**config.mk**
```make
export PLATFORM = sky130hd
export DESIGN_NAME = cool_heat_fan_ctrl_flat
export DESIGN_NICKNAME = d
export VERILOG_FILES = /design/src/rtl/cool_heat_fan_ctrl_pkg.sv /design/src/rtl/cool_heat_fan_ctrl_if.sv /design/src/rtl/cool_heat_fan_ctrl_pwm_compare.sv /design/src/rtl/cool_heat_fan_ctrl.sv /design/src/flat_wrapper.sv
export SDC_FILE = /design/constraint.sdc
export NUM_CORES = 1
export LEC_CHECK = 0
export BUFFER_PORTS_ARGS = -buffer_cell sky130_fd_sc_hd__buf_2
export CORE_AREA = 4 4 41 43
export DETAILED_ROUTE_END_ITERATION = 6
export DIE_AREA = 0 0 45 47
export PLACE_DENSITY_LB_ADDON = 0.1
export SLEW_MARGIN = 25
export SYNTH_ARGS = -nofsm -noshare
export SYNTH_HDL_FRONTEND = slang
export SYNTH_SLANG_ARGS = --single-unit
```
**constraint.sdc**
```tcl
create_clock -name clk -period 1.2 [get_ports clk]
set_input_delay 0.06 -clock clk [delete_from_list [all_inputs] [get_ports clk]]
set_output_delay 0.06 -clock clk [all_outputs]
set_load 0.05 [all_outputs]
```
**src/rtl/cool_heat_fan_ctrl_pkg.sv**
```systemverilog
// ---------------------------------------------------------------------------
// cool_heat_fan_ctrl_pkg : shared state encodings, default thresholds/duties
// Rev 1.0
// ---------------------------------------------------------------------------
`default_nettype none

package cool_heat_fan_ctrl_pkg;

  localparam logic [1:0] c_ST_IDLE    = 2'b00;
  localparam logic [1:0] c_ST_HEATING = 2'b01;
  localparam logic [1:0] c_ST_COOLING = 2'b10;

  localparam logic [7:0] c_DEF_HEAT_ON  = 8'd15;
  localparam logic [7:0] c_DEF_HEAT_OFF = 8'd20;
  localparam logic [7:0] c_DEF_COOL_ON  = 8'd35;
  localparam logic [7:0] c_DEF_COOL_OFF = 8'd25;
  localparam logic [7:0] c_DEF_FAN_T1   = 8'd40;
  localparam logic [7:0] c_DEF_FAN_T2   = 8'd45;
  localparam logic [7:0] c_DEF_DUTY_LO  = 8'd64;
  localparam logic [7:0] c_DEF_DUTY_MID = 8'd128;
  localparam logic [7:0] c_DEF_DUTY_HI  = 8'd192;

  localparam logic [7:0] c_CNT_LAST = 8'hFF;

  // Fan duty for a temperature already known to be in the cooling regime.
  function automatic logic [7:0] band_duty(
    input logic [7:0] temp,
    input logic [7:0] t1,
    input logic [7:0] t2,
    input logic [7:0] lo,
    input logic [7:0] mid,
    input logic [7:0] hi
  );
    if (temp >= t2)      return hi;
    else if (temp >= t1) return mid;
    else                 return lo;
  endfunction

endpackage

`default_nettype wire

```
**src/rtl/cool_heat_fan_ctrl_if.sv**
```systemverilog
// ---------------------------------------------------------------------------
// cool_heat_fan_ctrl_if : temperature/counter inputs and actuator outputs
// Rev 1.0
// ---------------------------------------------------------------------------
`default_nettype none

interface cool_heat_fan_ctrl_if;
  logic [7:0] temperature;
  logic [7:0] count;
  logic       heater_on;
  logic       cooler_on;
  logic       fan_pwm;
  logic [7:0] fan_duty;
  logic [1:0] mode;

  modport master (
    output temperature, count,
    input  heater_on, cooler_on, fan_pwm, fan_duty, mode
  );

  modport slave (
    input  temperature, count,
    output heater_on, cooler_on, fan_pwm, fan_duty, mode
  );
endinterface

`default_nettype wire

```
**src/rtl/cool_heat_fan_ctrl_pwm_compare.sv**
```systemverilog
// ---------------------------------------------------------------------------
// cool_heat_fan_ctrl_pwm_compare : period-boundary duty latch + registered PWM
// Rev 1.0
// ---------------------------------------------------------------------------
`default_nettype none

module cool_heat_fan_ctrl_pwm_compare
  import cool_heat_fan_ctrl_pkg::*;
(
  input  logic       clk,
  input  logic       arst,
  input  logic [7:0] count,
  input  logic [7:0] duty_target,
  output logic [7:0] fan_duty,
  output logic       fan_pwm
);

  logic [7:0] r_fan_duty;
  logic       r_fan_pwm;

  // Duty only moves on the last count of a period so the PWM never glitches;
  // the compare uses the pre-update duty, which is harmless at count 0xFF.
  always_ff @(posedge clk) begin
    if (arst) begin
      r_fan_duty <= '0;
      r_fan_pwm  <= 1'b0;
    end else begin
      if (count == c_CNT_LAST) begin
        r_fan_duty <= duty_target;
      end
      r_fan_pwm <= (count < r_fan_duty);
    end
  end

  assign fan_duty = r_fan_duty;
  assign fan_pwm  = r_fan_pwm;

endmodule

`default_nettype wire

```
**src/rtl/cool_heat_fan_ctrl.sv**
```systemverilog
// ---------------------------------------------------------------------------
// cool_heat_fan_ctrl : hysteresis heat/cool FSM with temperature-banded fan PWM
// Rev 1.0
// ---------------------------------------------------------------------------
`default_nettype none

module cool_heat_fan_ctrl
  import cool_heat_fan_ctrl_pkg::*;
#(
  parameter logic [7:0] HEAT_ON  = c_DEF_HEAT_ON,
  parameter logic [7:0] HEAT_OFF = c_DEF_HEAT_OFF,
  parameter logic [7:0] COOL_ON  = c_DEF_COOL_ON,
  parameter logic [7:0] COOL_OFF = c_DEF_COOL_OFF,
  parameter logic [7:0] FAN_T1   = c_DEF_FAN_T1,
  parameter logic [7:0] FAN_T2   = c_DEF_FAN_T2,
  parameter logic [7:0] DUTY_LO  = c_DEF_DUTY_LO,
  parameter logic [7:0] DUTY_MID = c_DEF_DUTY_MID,
  parameter logic [7:0] DUTY_HI  = c_DEF_DUTY_HI
) (
  input  logic                  clk,
  input  logic                  arst,
  cool_heat_fan_ctrl_if.slave   bus
);

  logic [1:0] r_state;
  logic [1:0] w_state_nxt;
  logic [7:0] w_duty_target;
  logic [7:0] w_fan_duty;
  logic       w_fan_pwm;

  // HEATING and COOLING always pass through IDLE; the unused code recovers.
  always_comb begin
    w_state_nxt = r_state;
    case (r_state)
      c_ST_IDLE: begin
        if (bus.temperature < HEAT_ON)      w_state_nxt = c_ST_HEATING;
        else if (bus.temperature > COOL_ON) w_state_nxt = c_ST_COOLING;
      end
      c_ST_HEATING: if (bus.temperature >= HEAT_OFF) w_state_nxt = c_ST_IDLE;
      c_ST_COOLING: if (bus.temperature <= COOL_OFF) w_state_nxt = c_ST_IDLE;
      default:      w_state_nxt = c_ST_IDLE;
    endcase
  end

  always_ff @(posedge clk) begin
    if (arst) r_state <= c_ST_IDLE;
    else      r_state <= w_state_nxt;
  end

  always_comb begin
    w_duty_target = '0;
    if (r_state == c_ST_COOLING) begin
      w_duty_target = band_duty(bus.temperature, FAN_T1, FAN_T2,
                                DUTY_LO, DUTY_MID, DUTY_HI);
    end
  end

  cool_heat_fan_ctrl_pwm_compare u_pwm (
    .clk         (clk),
    .arst        (arst),
    .count       (bus.count),
    .duty_target (w_duty_target),
    .fan_duty    (w_fan_duty),
    .fan_pwm     (w_fan_pwm)
  );

  assign bus.mode      = r_state;
  assign bus.heater_on = (r_state == c_ST_HEATING);
  assign bus.cooler_on = (r_state == c_ST_COOLING);
  assign bus.fan_duty  = w_fan_duty;
  assign bus.fan_pwm   = w_fan_pwm;

endmodule

`default_nettype wire

```
**src/flat_wrapper.sv**
```systemverilog
// flat-port wrapper written by rule: the top's interface ports become plain ports
module cool_heat_fan_ctrl_flat import cool_heat_fan_ctrl_pkg::*;
#(
  parameter logic [7:0] HEAT_ON  = c_DEF_HEAT_ON,
  parameter logic [7:0] HEAT_OFF = c_DEF_HEAT_OFF,
  parameter logic [7:0] COOL_ON  = c_DEF_COOL_ON,
  parameter logic [7:0] COOL_OFF = c_DEF_COOL_OFF,
  parameter logic [7:0] FAN_T1   = c_DEF_FAN_T1,
  parameter logic [7:0] FAN_T2   = c_DEF_FAN_T2,
  parameter logic [7:0] DUTY_LO  = c_DEF_DUTY_LO,
  parameter logic [7:0] DUTY_MID = c_DEF_DUTY_MID,
  parameter logic [7:0] DUTY_HI  = c_DEF_DUTY_HI
)
  (clk, arst, bus_temperature, bus_count, bus_heater_on, bus_cooler_on, bus_fan_pwm, bus_fan_duty, bus_mode);
  cool_heat_fan_ctrl_if bus_i ();
  input  logic clk;
  input  logic arst;
  input wire logic [$bits(bus_i.temperature)-1:0] bus_temperature;
  input wire logic [$bits(bus_i.count)-1:0] bus_count;
  output wire logic [$bits(bus_i.heater_on)-1:0] bus_heater_on;
  output wire logic [$bits(bus_i.cooler_on)-1:0] bus_cooler_on;
  output wire logic [$bits(bus_i.fan_pwm)-1:0] bus_fan_pwm;
  output wire logic [$bits(bus_i.fan_duty)-1:0] bus_fan_duty;
  output wire logic [$bits(bus_i.mode)-1:0] bus_mode;
  assign bus_i.temperature = bus_temperature;
  assign bus_i.count = bus_count;
  assign bus_heater_on = bus_i.heater_on;
  assign bus_cooler_on = bus_i.cooler_on;
  assign bus_fan_pwm = bus_i.fan_pwm;
  assign bus_fan_duty = bus_i.fan_duty;
  assign bus_mode = bus_i.mode;
  cool_heat_fan_ctrl #(.HEAT_ON(HEAT_ON), .HEAT_OFF(HEAT_OFF), .COOL_ON(COOL_ON), .COOL_OFF(COOL_OFF), .FAN_T1(FAN_T1), .FAN_T2(FAN_T2), .DUTY_LO(DUTY_LO), .DUTY_MID(DUTY_MID), .DUTY_HI(DUTY_HI)) u_core (.clk(clk), .arst(arst), .bus(bus_i));
endmodule
```
==> results.yml <==
setup_path:
  end_kind: "flip-flop"
  critPathLaunchType: "flip-flop"
  critPathKind: "reg -> reg"
  critPathLaunch: "u_core.bus.mode[0]$_SDFFE_PP0P_"
  path_max_fanout: 3
  r2r-start: "u_core.bus.mode[0]$_SDFFE_PP0P_"
  crit_required_ns: 1.38
  arrival_ns: 1.32
status:
  status: "finished, final reports clean"
die:
  die_w_microns: 45
  rows: 13
  die_h_microns: 47
  start_util_pct: 26.7
  io_pins: 31
  core_area_sq_mm: 0.00130
  fp.dieArea_sq_mm: 0.00212
synthesis:
  netlist_area_sq_um: 348
  ys_ff_latch: 5
  yosys.area.top_type: "dfxtp_1"
  synth_ff_type: "dfxtp_1"
  synth-edff-count: 0
  yosysUniqueCellTypes: 25
  yosysMostFrequentCell: "buf_4"
  synth_top_cell_area_share_pct: 28.8
  synthArstFlopShare_pct: 0
  seq_area_frac_synth_pct: 28.8
  yosys_warnings: 0
  netlist_instances: 40
  ys_top_cells_by_area: "dfxtp_1, buf_4, o21ai_0, ha_1, nand2b_1"
  ys_top_cells_by_count: "buf_4, dfxtp_1, o21ai_0"
  synth_area_per_cell_sq_um: 8.70
power:
  peakVddDrop_mv: 0.743
  powerDensity_mw_per_mm2: 984
  power_leakage_nw: 0.246
routing:
  drt_iter0_markers: 7
  dr_total_vias: 394
  detail_route.first_pass.iterations: 4
  via_per_inst: 4.75
  drt-total-wl_microns: 885
  wl_per_cell_microns: 10.7
  drc_errors: 0
  antenna_left: 0
sta:
  fin_crit_sh_pct: 95.2
  setup_violations: 0
  fmax_mhz: 875
  finalClockSkew_ns: 0.00376
  timing.final.crit_period_ns: 1.14
  slew_violations: 0
  rsz0062_at_grt: "false"
  setup_ws_ns: 0.0572
  hold_viol: 0
cts:
  cts_hold_buf: 0
  clock-sinks: 5
  cts.htree.levels: 1
  cts_tree: "yes"
  cts_buffer_depth: 2
  cts.clk_slew.worst_paths_ns: 0.04
  numCtsBuffers: 3
  clkLatencyLatePin_ns: 0.24
  clockRootBuffer: "clkbuf_4"
grt:
  grt_pass1_vias: 298
  grt_use_total_pct: 8.47
  grt.overflow.total: 0
  grt_start_max_net_pins: 7
  antenna_found_initial: 0
  grt_pass1_wl_microns: 1260
finish:
  diodes: 0
  drive_above_1_share_pct: 51.5
  nets: 88
  syn_to_final_growth_pct: 46.8
  final_util_pct: 39.2
placement:
  gp_congestion: 0.652
  detailed_place_hpwl_microns: 738
  dp_slack_ns: 0.0272
  portBuffers: 24
job:
  drv_cap: 0
min_path:
  hold_path_class: "in -> reg"
  hold_start: "arst"
[power breakdown]
part / internal (mW) / switching [mW] / total [mW] / leakage (nW)
clock: 0.126 / 0.0665 / 0.192 / 0.0150
combinational: 0.0379 / 0.0989 / 0.137 / 0.188
sequential: 0.169 / 0.00499 / 0.174 / 0.0425
[final cells by class]
| cell class | instances | area (sq um) |
|---|---|---|
| clock buffers | 4 | 26.3 |
| fillers | 142 | 791 |
| inverters | 2 | 7.51 |
| multi-input cells | 32 | 221 |
| flip-flops and latches | 5 | 109 |
| well taps | 15 | 18.8 |
| repair buffers | 25 | 128 |
[critical path, stage by stage (launching register included)]
cell      delay, ns
dfxtp_4        0.33
nand2b_4       0.14
or4_4          0.50
o21ai_2        0.11
[layout by cell type (no fill, tap or decap), drive strengths merged, types with 2 or more instances in the layout]
cell / n
o21ai: 6
clkbuf: 4
conb: 6
nand2b: 2
dfxtp: 5
inv: 2
buf: 25
nand4: 2
[state kept, by name, indices dropped and copies added, names as in the netlist]
register	count
u_core.u_pwm.fan_duty	2
u_core.u_pwm.fan_pwm	1
u_core.bus.mode	2
[per-stage QoR]
step | hold slack (ns) | area [sq um] | TNS, ns | power, mW | std cells
3_5_place_dp | 0.315 | 477 | 0 | 0.310 | 79
6_report | 0.0696 | 510 | 0 | 0.502 | 83
3_3_place_gp | 0.315 | 477 | 0 | 0.311 | 79
5_1_grt | 0.0752 | 510 | 0 | 0.530 | 83
2_1_floorplan | 0.122 | 375 | -0.0489 | 0.276 | 45
4_1_cts | 0.0550 | 503 | 0 | 0.512 | 83
[worst paths after layout]
kind,end,slack (ns),cells past startpoint
max reg2reg,u_core.u_pwm.fan_duty[6]$_SDFFE_PP0N_,0.06,3
max,u_core.u_pwm.fan_duty[6]$_SDFFE_PP0N_,0.06,3
min,u_core.bus.mode[1]$_SDFFE_PP0P_,0.07,2
min reg2reg,u_core.u_pwm.fan_pwm$_SDFF_PP0_,0.48,2
[cell families after synthesis]
family                   Yosys count  synth area share (%)
AO/OA/AOI/OAI                     14                  29.9
AND/OR/NAND/NOR                   11                  21.6
buffers and inverters              8                  15.1
flip-flops                         5                  28.8
adder cells (fa/ha/maj)            1                  3.60
other                              1                  1.08
[layer usage]
metal	part of all wire (%)	GRT usage [%]	wire length (microns)
met5	0	0	0
met4	0	0	0
met3	17	6.13	154
met2	39	11.3	346
met1	43	11.6	384
[repair_timing]
action | CTS | global route
gates resized for setup | 0 | 1
endpoints found under the setup margin | 0 | 1
buffers inserted | 0 | 0
No activity file was read; power rests on OpenSTA's default activity.
